**config.mk**
```make
export PLATFORM = sky130hd
export DESIGN_NAME = stream_demux_1ton
export DESIGN_NICKNAME = d
export VERILOG_FILES = /design/src/rtl/stream_demux_1ton.sv
export SDC_FILE = /design/constraint.sdc
export NUM_CORES = 1
export LEC_CHECK = 0
export CAP_MARGIN = 10
export CORE_ASPECT_RATIO = 0.8
export CORE_MARGIN = 5
export CORE_UTILIZATION = 45
export CTS_CLUSTER_DIAMETER = 120
export CTS_CLUSTER_SIZE = 12
export DETAILED_ROUTE_END_ITERATION = 7
export PLACE_DENSITY_LB_ADDON = 0.08
export REMOVE_ABC_BUFFERS = 1
export SLEW_MARGIN = 20
export SYNTH_ARGS = -nofsm -noshare
export SYNTH_HDL_FRONTEND = slang
export SYNTH_SLANG_ARGS = --single-unit
```
**constraint.sdc**
```tcl
create_clock -name clk -period 1.65 [get_ports clk]
set_input_delay 0.33 -clock clk [delete_from_list [all_inputs] [get_ports clk]]
set_output_delay 0.33 -clock clk [all_outputs]
set_load 0.01 [all_outputs]
```
**src/rtl/stream_demux_1ton.sv**
```systemverilog
// 1-to-N stream demultiplexer: each input word goes to the registered holding slot
// selected by in_sel. Words with an out-of-range select are accepted, dropped and counted.
module stream_demux_1ton #(
   parameter  int WIDTH    = 8,
   parameter  int CHANNELS = 4,
   localparam int SEL_W    = $clog2(CHANNELS)
) (
   input  logic                      clk,
   input  logic                      rst,
   input  logic [WIDTH-1:0]          in_data,
   input  logic                      in_valid,
   input  logic [SEL_W-1:0]          in_sel,
   output logic                      in_ready,
   output logic [CHANNELS*WIDTH-1:0] out_data,
   output logic [CHANNELS-1:0]       out_valid,
   input  logic [CHANNELS-1:0]       out_ready,
   output logic                      drop_pulse,
   output logic [7:0]                drop_count
);

   logic [CHANNELS*WIDTH-1:0] data_q, data_d;
   logic [CHANNELS-1:0]       valid_q, valid_d;
   logic [CHANNELS-1:0]       hit_s;
   logic                      in_range_s;
   logic                      accept_s;
   logic                      drop_q, drop_d;
   logic [7:0]                cnt_q, cnt_d;

   always_comb begin
      hit_s      = '0;
      in_range_s = 1'b0;
      for (int i = 0; i < CHANNELS; i++) begin
         if (in_sel == SEL_W'(i)) begin
            hit_s[i]   = 1'b1;
            in_range_s = 1'b1;
         end else begin
            hit_s[i]   = 1'b0;
         end
      end
   end

   // A slot can take a word when empty or when it is being drained on the same edge.
   always_comb begin
      in_ready = 1'b0;
      if (rst) begin
         in_ready = 1'b0;
      end else if (!in_range_s) begin
         in_ready = 1'b1;
      end else begin
         in_ready = |(hit_s & (~valid_q | out_ready));
      end
   end

   assign accept_s = in_valid && in_ready;

   always_comb begin
      data_d  = data_q;
      valid_d = valid_q & ~out_ready;
      for (int i = 0; i < CHANNELS; i++) begin
         if (accept_s && hit_s[i]) begin
            valid_d[i]               = 1'b1;
            data_d[i*WIDTH +: WIDTH] = in_data;
         end else begin
            data_d[i*WIDTH +: WIDTH] = data_q[i*WIDTH +: WIDTH];
         end
      end
   end

   always_comb begin
      drop_d = accept_s && !in_range_s;
      cnt_d  = cnt_q;
      if (drop_d && (cnt_q != 8'hFF)) begin
         cnt_d = cnt_q + 8'd1;
      end else begin
         cnt_d = cnt_q;
      end
   end

   always_ff @(posedge clk) begin
      if (rst) begin
         data_q  <= '0;
         valid_q <= '0;
         drop_q  <= 1'b0;
         cnt_q   <= 8'd0;
      end else begin
         data_q  <= data_d;
         valid_q <= valid_d;
         drop_q  <= drop_d;
         cnt_q   <= cnt_d;
      end
   end

   assign out_data   = data_q;
   assign out_valid  = valid_q;
   assign drop_pulse = drop_q;
   assign drop_count = cnt_q;

endmodule

```
==> flow_summary_export.csv, run 1 <==
group,metric,value,unit
clocking,cts_tree,"yes",
timing,setup_violations,15,
yosys,async_reset_ff_share,0,%
global_route,grt.overflow.total,0,
cells_and_area,layout.nets,281,
clocking,clk_path_buf_depth,2,
yosys,yosysSeqAreaShare,47.1,%
yosys,synth_edf_count,0,
detailed_routing,detailroute.via_count,1788,
detailed_routing,drtIter0Drc,170,
timing,worst_pin_slew,0.660,ns
clocking,cts_buffers,5,
clocking,clock_tree_root,"clkbuf_8",
clocking,holdBufCountCts,0,
worst_setup_path,path_max_fanout,2,
clocking,clk_sinks,45,
yosys,avgSynthCellArea,9.57,µm²
place,dpl-instance-area,2640,µm²
timing,grt_setup_unrepaired,"true",
yosys,yosys-top-cells-count,"dfxtp_1 (45), nand4_1 (32), a21oi_1 (20)",
detailed_routing,routed_length_per_placed_instance,17.6,µm
cells_and_area,syn_to_final_growth,46.9,%
yosys,ys_seq_elements,45,
cells_and_area,layout.core_utilization,67.8,%
job,timing.max_cap.violations,0,
yosys,synth_top_cells_by_area,"dfxtp_1 (47%), nand4_1 (10%), o311ai_0 (6.4%), a21oi_1 (5.2%), o31ai_1 (4.7%)",
power_and_ir_drop,finalPower,2220,µW
yosys,yosysWarnings,0,
global_route,tot_gr_track_use,20.1,%
cells_and_area,drive_above_1_share,19.3,%
timing,final.setup.worst_slack,-0.123,ns
timing,tns,-0.475,ns
worst_setup_path,rr_startpoint,"out_valid[2]",
timing,timing.final.max_slew_violations,0,
detailed_routing,remaining_drc_errors,0,
timing,final_hold_viol_count,0,
power_and_ir_drop,power.density,790,nW/µm²
timing,clock.fmax,564,MHz
timing,finalCritPeriodShare,107,%
global_route,grt_antenna_before_repair,0,
detailed_routing,routed_wirelength,5640,µm
worst_setup_path,chain_of_cells_forming_the_critical_path,"nor2b_4 -> mux4_2 -> nor2_1 -> buf_2",
floorplan,floorplan.initialDensity,46.1,%
run_status,violated_checks,"negative setup slack",
worst_setup_path,slowest_stage,"mux4_2",
worst_setup_path,cp-start-kind,"register",
floorplan,coreArea,4150,µm²
cells_and_area,antenna_diode_instance_count,0,
power_and_ir_drop,vdd.ir_drop.worst,452,µV
detailed_routing,firstDrtPassIters,4,
timing,maxSlewHeadroom,56.0,%
yosys,yosys.area.top_type,"dfxtp_1",
floorplan,die-height,68.3,µm
worst_setup_path,worst-r2r-cell-count,4,
power_and_ir_drop,static-leakage-power,0.00102,µW
cells_and_area,layout.filler_cells,376,
yosys,synthDistinctLibCells,26,
hold_path,worstHoldStart,"out_data[3]",
timing,timing.clock.skew,0.00244,ns
global_route,grt_first_pass_wirelength,9000,µm
run_status,outcome,"finished, violations left",
floorplan,chipWidth,82.9,µm
yosys,ys_dominant_reg_cell,"dfxtp_1",
clocking,clock_insertion_delay_worst_skew,0.29,ns
worst_setup_path,worstSetupPathType,"reg -> out",
worst_setup_path,end_kind,"primary output",
detailed_routing,route.antenna.remaining_nets,0,
hold_path,worst_hold_path.num_cells,2,
place,place.port_buffers,62,
clocking,htree_levels,2,
cells_and_area,postLayoutCellArea,2810,µm²
worst_setup_path,destination_of_the_worst_register_to_register_timing_path,"out_data[17]",
yosys,post_synth_inst_count,200,
floorplan,die-area,5670,µm²
hold_path,hold_path.class,"reg -> reg",
detailed_routing,avgViaCountPerCell,5.57,
worst_setup_path,worstPathArrival,1.44,ns
yosys,synth.most_common_cell,"dfxtp_1",
floorplan,ios,63,
worst_setup_path,timing.critical_path.slowest_cell_delay,0.46,ns
place,gpl.final_weighted_congestion,0.767,
timing,period_needed,1.77,ns
place,setup_ws_pre_cts,-0.750,ns
global_route,via_count_of_the_first_global_routing_pass,1805,
hold_path,end_of_the_worst_hold_path,"out_data[3]",
clocking,clk_pin_slew,0.08,ns
worst_setup_path,rrSetupSlack,0.53,ns
yosys,post-synth-top-area-fraction,47.1,%
place,detailedPlacementHpwl,3710,µm
floorplan,rows,21,
worst_setup_path,crit_required,1.32,ns
global_route,pin_count_of_the_biggest_net_entering_global_routing,36,
yosys,mappedNetlistArea,1910,µm²
-- sequential cells by signal, summed over array words and instances, names as in the netlist --
name and cells:
out_valid 4, drop_count 8, drop_pulse 1, out_data 32
-- stage by stage --
stage / hold WS [ns] / cells
after global placement: 0.451 / 314
after global routing: 0.480 / 321
final: 0.471 / 321
after detailed placement: 0.454 / 314
after CTS: 0.471 / 321
after floorplan: 0.399 / 174
-- cells by family after synthesis --
logic type             count (synthesis)  synth area share [%]
AND/OR/NAND/NOR                       73                  22.4
AO/OA/AOI/OAI                         52                  21.7
flip-flops                            45                  47.1
buffers and inverters                 28                  7.32
multiplexers                           1                  1.37
other                                  1                 0.196
-- where the power goes --
| group | internal [µW] | leakage [µW] | total (µW) | switching (µW) |
|---|---|---|---|---|
| clock | 440 | 0.0000540 | 800 | 360 |
| sequential | 1110 | 0.000366 | 1130 | 15.8 |
| combinational | 135 | 0.000602 | 294 | 159 |
-- critical path, delay by kind of cell, from the launching register on --
family / cells / cell delay, ns
buffers and inverters: 1 / 0.14
DFF: 1 / 0.33
muxes: 1 / 0.46
and+or+nand+nor: 2 / 0.23
-- worst max-delay path by stage --
stage	startpoint	slack, ns	endpoint	cells past startpoint
CTS	out_valid[3]	-0.15	in_ready	4
global route	out_valid[3]	-0.21	in_ready	4
finish	out_valid[3]	-0.12	in_ready	4
detailed placement	in_sel[0]	-0.75	in_ready	4
floorplan	out_valid[1]	0.05	in_ready	3
global placement	in_sel[0]	-0.77	in_ready	4
-- final cells by class --
| type | count | area [µm²] | share of cell area, % |
|---|---|---|---|
| multi-input cells | 127 | 940 | 33.4 |
| flip-flops and latches | 45 | 905 | 32.2 |
| repair buffers | 83 | 786 | 27.9 |
| well taps | 57 | 71.3 | 2.54 |
| clock buffers | 5 | 68.8 | 2.45 |
| clock inverters | 2 | 35.0 | 1.25 |
| inverters | 2 | 7.51 | 0.267 |
-- placed cells by master, fill, tap and decap left out, types with 2 or more instances in the layout --
master           count
o311ai_2             5
nand3_1              2
a21oi_1             20
nand2_1             16
nand2b_1             4
nor2b_4              3
buf_4               19
nor2b_1              9
nand3b_1             3
clkbuf_8             5
o31ai_1             10
o311ai_1             2
clkdlybuf4s50_1     55
dlygate4sd2_1        5
nand4_1             32
dfxtp_2              3
o311ai_4             2
o311ai_0             7
dfxtp_1             42
o31ai_2              6
-- layer usage --
layer | GRT usage, % | vias to the layer above | wire, µm
li1 | - | 877 | -
met1 | 25.3 | 841 | 2510
met2 | 33.1 | 63 | 2720
met3 | 5.78 | 7 | 347
met4 | 7.96 | 0 | 64
met5 | 0 | - | 0
-- repair_timing --
item                       CTS  global route
setup endpoints to repair   33            24
resized for setup           25            10
pin swaps                    1             1
setup buffers                0             0
Note: power is estimated with default switching activity, not from simulation.
==> run 2: changes to the inputs <==
CORE_UTILIZATION = 40   (was 45)
REMOVE_ABC_BUFFERS = not set   (was 1)
==> flow_summary_export.csv, run 2 (synthesized netlist as in run 1, its figures left out) <==
group,metric,value,unit
detailed_routing,detailroute.via_count,1816,
clocking,holdBufCountCts,0,
timing,setup_violations,1,
cells_and_area,finalNonFillerCells,331,
cells_and_area,largest_register_ff_count,32,
cells_and_area,drive_above_1_share,18.5,%
timing,tns,-0.128,ns
global_route,grt.overflow.total,0,
timing,finalCritPeriodShare,108,%
detailed_routing,met2_wirelength,2430,µm
clocking,cts_buffers,5,
power_and_ir_drop,power.density,746,nW/µm²
place,place.port_buffers,62,
detailed_routing,avgViaCountPerCell,5.49,
place,gpl.final_weighted_congestion,0.766,
floorplan,floorplan.initialDensity,41.4,%
place,place.detailed.instances,321,
timing,clock.fmax,562,MHz
worst_setup_path,path_max_fanout,2,
place,setup_ws_pre_cts,-0.745,ns
run_status,outcome,"finished, violations left",
floorplan,coreArea,4620,µm²
timing,timing.final.max_slew_violations,0,
global_route,tot_gr_track_use,18.1,%
worst_setup_path,cp-start-kind,"register",
clocking,cts_tree,"yes",
yosys,mappedNetlistNets,217,
clocking,htree_levels,2,
global_route,grt_first_pass_wirelength,8810,µm
detailed_routing,met3RoutedLength,353,µm
detailed_routing,wl_met1,2750,µm
clocking,clk_path_buf_depth,2,
hold_path,hold_path.class,"reg -> reg",
cells_and_area,layout.filler_cells,428,
worst_setup_path,worstPathArrival,1.45,ns
floorplan,ios,63,
power_and_ir_drop,static-leakage-power,0.00105,µW
timing,final_hold_viol_count,0,
detailed_routing,firstDrtPassIters,4,
timing,period_needed,1.78,ns
worst_setup_path,end_kind,"primary output",
detailed_routing,routed_wirelength,5620,µm
cells_and_area,leading_cell_type_in_the_layout_fill_and_taps_excluded,"clkdlybuf4s50_1",
worst_setup_path,worstSetupPathType,"reg -> out",
power_and_ir_drop,finalPower,2100,µW
cells_and_area,layout.nets,287,
detailed_routing,topRoutingLayerUsed,"met4",
cells_and_area,final_cell_mix,"clkdlybuf4s50_1 (53), dfxtp_1 (42), nand4_1 (32), buf_4 (23), a21oi_1 (20)",
timing,final.setup.worst_slack,-0.128,ns
detailed_routing,routed_length_per_placed_instance,17.0,µm
clocking,clk_sinks,45,
detailed_routing,route.antenna.remaining_nets,0,
global_route,via_count_of_the_first_global_routing_pass,1697,
place,detailedPlacementHpwl,3830,µm
detailed_routing,remaining_drc_errors,0,
global_route,pin_count_of_the_biggest_net_entering_global_routing,36,
global_route,grt_antenna_before_repair,0,
floorplan,die-height,71.9,µm
power_and_ir_drop,vdd.ir_drop.worst,567,µV
clocking,clk_pin_slew,0.08,ns
job,timing.max_cap.violations,0,
timing,timing.clock.skew,0.00543,ns
clocking,clock_insertion_delay_worst_skew,0.30,ns
floorplan,rows,22,
timing,grt_setup_unrepaired,"true",
cells_and_area,syn_to_final_growth,46.9,%
worst_setup_path,crit_required,1.32,ns
cells_and_area,antenna_diode_instance_count,0,
detailed_routing,drtIter0Drc,68,
floorplan,die-area,6280,µm²
clocking,clock_tree_root,"clkbuf_8",
run_status,violated_checks,"negative setup slack",
floorplan,chipWidth,87.3,µm
-- run 2: changes by cell type in the layout (fill, tap and decap cells not counted), sizes merged --
cell           delta
bufinv            -1
clkinv            -1
clkdlybuf4s50     -2
dlygate4sd2       +2
buf               +6
clkbuf            +3
-- run 2: area by class of cell --
type	instances	area [µm²]	area share (%)
multi-input cells	127	900	32.0
flip-flops and latches	45	905	32.2
inverters	2	7.51	0.267
repair buffers	89	845	30.0
well taps	60	75.1	2.67
clock buffers	8	80.1	2.85
-- run 2: critical path: stages (launching register included) --
cell and delay, ns:
dfxtp_2 0.33, nor2b_4 0.13, mux4_2 0.46, nor2_2 0.10, buf_2 0.14
-- run 2: final timing paths --
path	start	to	cells past startpoint	slack [ns]
setup / recovery	out_valid[2]	in_ready	4	-0.13
hold / removal	drop_count[6]	drop_count[6]	1	0.47
setup reg to reg	out_valid[3]	out_data[31]	5	0.46
hold reg to reg	drop_count[6]	drop_count[6]	1	0.47
-- run 2: where the power goes --
part / internal [µW] / switching (µW) / total (µW) / leakage [µW]
Clock: 302 / 369 / 670 / 0.0000395
Sequential: 1110 / 14.6 / 1130 / 0.000366
Combinational: 142 / 157 / 299 / 0.000645
-- run 2: through the flow --
step                      cell area, µm²  utilization (%)  hold slack, ns
after detailed placement            2690             58.2           0.460
final                               2810             60.8           0.468
after global placement              2690             58.2           0.454
after global routing                2810             60.8           0.486
after floorplan                     1920                -           0.466
after CTS                           2790             60.3           0.472
-- run 2: per-layer routing --
layer | GRT usage [%] | vias to the layer above
li1 | - | 893
met3 | 6.32 | 9
met5 | 0 | -
met4 | 4.43 | 0
met2 | 25.1 | 53
met1 | 26.4 | 861
-- run 2: what timing repair did --
item,4_1_cts,5_1_grt
endpoints found under the setup margin,26,2
gates resized for setup,24,2
pin swaps,1,1
cloned,0,0
hold endpoints to repair,0,0
setup buffers,0,2
==> run 3: changes to the inputs <==
clock period = 2.2 ns   (was 1.65 ns; I/O delays follow)
==> flow_summary_export.csv, run 3 (synthesized netlist as in run 1, its figures left out) <==
group,metric,value,unit
run_status,outcome,"complete, no violations",
global_route,pin_count_of_the_biggest_net_entering_global_routing,36,
worst_setup_path,slowest_stage,"clkdlybuf4s50_1",
floorplan,die-height,71.9,µm
place,gpl.final_weighted_congestion,0.742,
worst_setup_path,chain_of_cells_forming_the_critical_path,"clkdlybuf4s50_1 -> nor2b_2 -> mux4_2 -> nor2_2 -> buf_2",
cells_and_area,leading_cell_type_in_the_layout_fill_and_taps_excluded,"clkdlybuf4s50_1",
job,timing.max_cap.violations,0,
clocking,clk_path_buf_depth,2,
clocking,post-cts-setup-buffers,0,
worst_setup_path,timing.critical_path.slowest_cell_delay,0.49,ns
timing,grt_setup_unrepaired,"false",
floorplan,ios,63,
floorplan,coreArea,4620,µm²
timing,setup_violations,0,
clocking,cts_buffers,5,
global_route,tot_gr_track_use,17.9,%
global_route,via_count_of_the_first_global_routing_pass,1723,
timing,timing.clock.skew,0.00666,ns
timing,worst_pin_slew,0.527,ns
detailed_routing,route.antenna.remaining_nets,0,
worst_setup_path,critical_path.n_buffers_inverters,2,
timing,final_hold_viol_count,0,
cells_and_area,multi_input_comb_area,875,µm²
clocking,cts_tree,"yes",
timing,tns,0,ns
place,place.port_buffers,62,
cells_and_area,layout.filler_cells,419,
cells_and_area,final_cell_mix,"clkdlybuf4s50_1 (60), dfxtp_1 (45), nand4_1 (32), a21oi_1 (20), nand2_1 (16)",
cells_and_area,layout.nets,275,
power_and_ir_drop,static-leakage-power,0.000968,µW
cells_and_area,antenna_diode_instance_count,0,
global_route,grt.overflow.total,0,
cells_and_area,drive_above_1_share,13.1,%
detailed_routing,firstDrtPassIters,4,
floorplan,die-area,6280,µm²
worst_setup_path,cp-start-kind,"input port",
clocking,clk_sinks,45,
worst_setup_path,crit_required,1.76,ns
detailed_routing,avgViaCountPerCell,5.48,
cells_and_area,layout.core_utilization,58.4,%
worst_setup_path,path_delay_family,"buffers and inverters",
cells_and_area,final-seq-area,901,µm²
worst_setup_path,worstPathArrival,1.70,ns
hold_path,hold_path.class,"reg -> reg",
clocking,clock_tree_root,"clkbuf_8",
worst_setup_path,end_kind,"primary output",
timing,period_needed,2.14,ns
timing,timing.final.max_slew_violations,0,
cells_and_area,syn_to_final_growth,41.1,%
clocking,clk_pin_slew,0.08,ns
cells_and_area,largest_register_ff_count,32,
timing,finalCritPeriodShare,97.5,%
timing,maxSlewHeadroom,64.8,%
floorplan,chipWidth,87.3,µm
global_route,grt_first_pass_wirelength,8780,µm
clocking,htree_levels,2,
place,detailedPlacementHpwl,3650,µm
power_and_ir_drop,power.density,629,nW/µm²
worst_setup_path,path_max_fanout,2,
detailed_routing,routed_length_per_placed_instance,16.9,µm
worst_setup_path,worstSetupPathType,"in -> out",
detailed_routing,remaining_drc_errors,0,
global_route,grt_antenna_before_repair,0,
yosys,mappedNetlistNets,217,
detailed_routing,drtIter0Drc,110,
clocking,clock_insertion_delay_worst_skew,0.30,ns
floorplan,floorplan.initialDensity,41.4,%
floorplan,rows,22,
timing,clock.fmax,466,MHz
detailed_routing,detailroute.via_count,1747,
detailed_routing,routed_wirelength,5390,µm
power_and_ir_drop,vdd.ir_drop.worst,354,µV
==> run 3: cell count changes in the layout (fill, tap and decap cells not counted), sizes merged <==
cell / previous run / this run
clkbuf: 8 / 7
dlygate4sd2: 7 / 1
clkdlybuf4s50: 53 / 60
dlymetal6s2s: 1 / 0
buf: 28 / 16
bufinv: 0 / 1
==> run 3: cell type report <==
cell class	count	share of cell area, %
well taps	60	2.78
clock buffers	7	3.20
clock inverters	1	1.11
repair buffers	77	26.9
inverters	2	0.278
flip-flops and latches	45	33.3
multi-input cells	127	32.4
==> run 3: final timing paths <==
| path | startpoint | endpoint | slack (ns) | cells past startpoint |
|---|---|---|---|---|
| setup / recovery | out_ready[3] | in_ready | 0.06 | 5 |
| hold / removal | drop_count[0] | drop_count[0] | 0.47 | 1 |
| setup reg to reg | out_valid[2] | out_data[16] | 0.96 | 4 |
| hold reg to reg | drop_count[0] | drop_count[0] | 0.47 | 1 |
==> run 3: stage by stage <==
step / area (µm²) / instances / total power, µW / hold WS, ns / worst slack [ns]
floorplan: 1910 / 200 / 959 / 0.492 / 0.413
global placement: 2590 / 311 / 1070 / 0.453 / -0.430
detailed placement: 2590 / 311 / 1070 / 0.459 / -0.456
CTS: 2700 / 319 / 1720 / 0.472 / 0.0234
global route: 2700 / 319 / 1780 / 0.488 / 0.00359
finish: 2700 / 319 / 1700 / 0.468 / 0.0551
==> run 3: power breakdown <==
group / total (µW) / internal, µW / switching [µW]
registers: 845 / 834 / 11.3
clock network: 650 / 370 / 279
logic: 204 / 93.8 / 111
==> run 3: layer usage <==
metal	vias to the layer above	wire length [µm]	track usage, %
met5	-	0	0
met1	799	2580	26.4
met3	9	401	4.02
met2	64	2330	25.4
met4	0	78	5.79
li1	875	-	-
==> run 3: worst reg2reg max path, delay by kind of cell (launching register included) <==
kind	cells	cell delay (ns)
AO/OA/AOI/OAI	1	0.36
flip-flops	1	0.33
AND/OR/NAND/NOR	2	0.26
buffers and inverters	1	0.16
==> run 3: timing repair <==
action	4_1_cts	5_1_grt
gates resized for setup	7	1
hold endpoints to repair	0	0
setup endpoints to repair	1	1
hold buffers	0	0
pin swaps	1	1
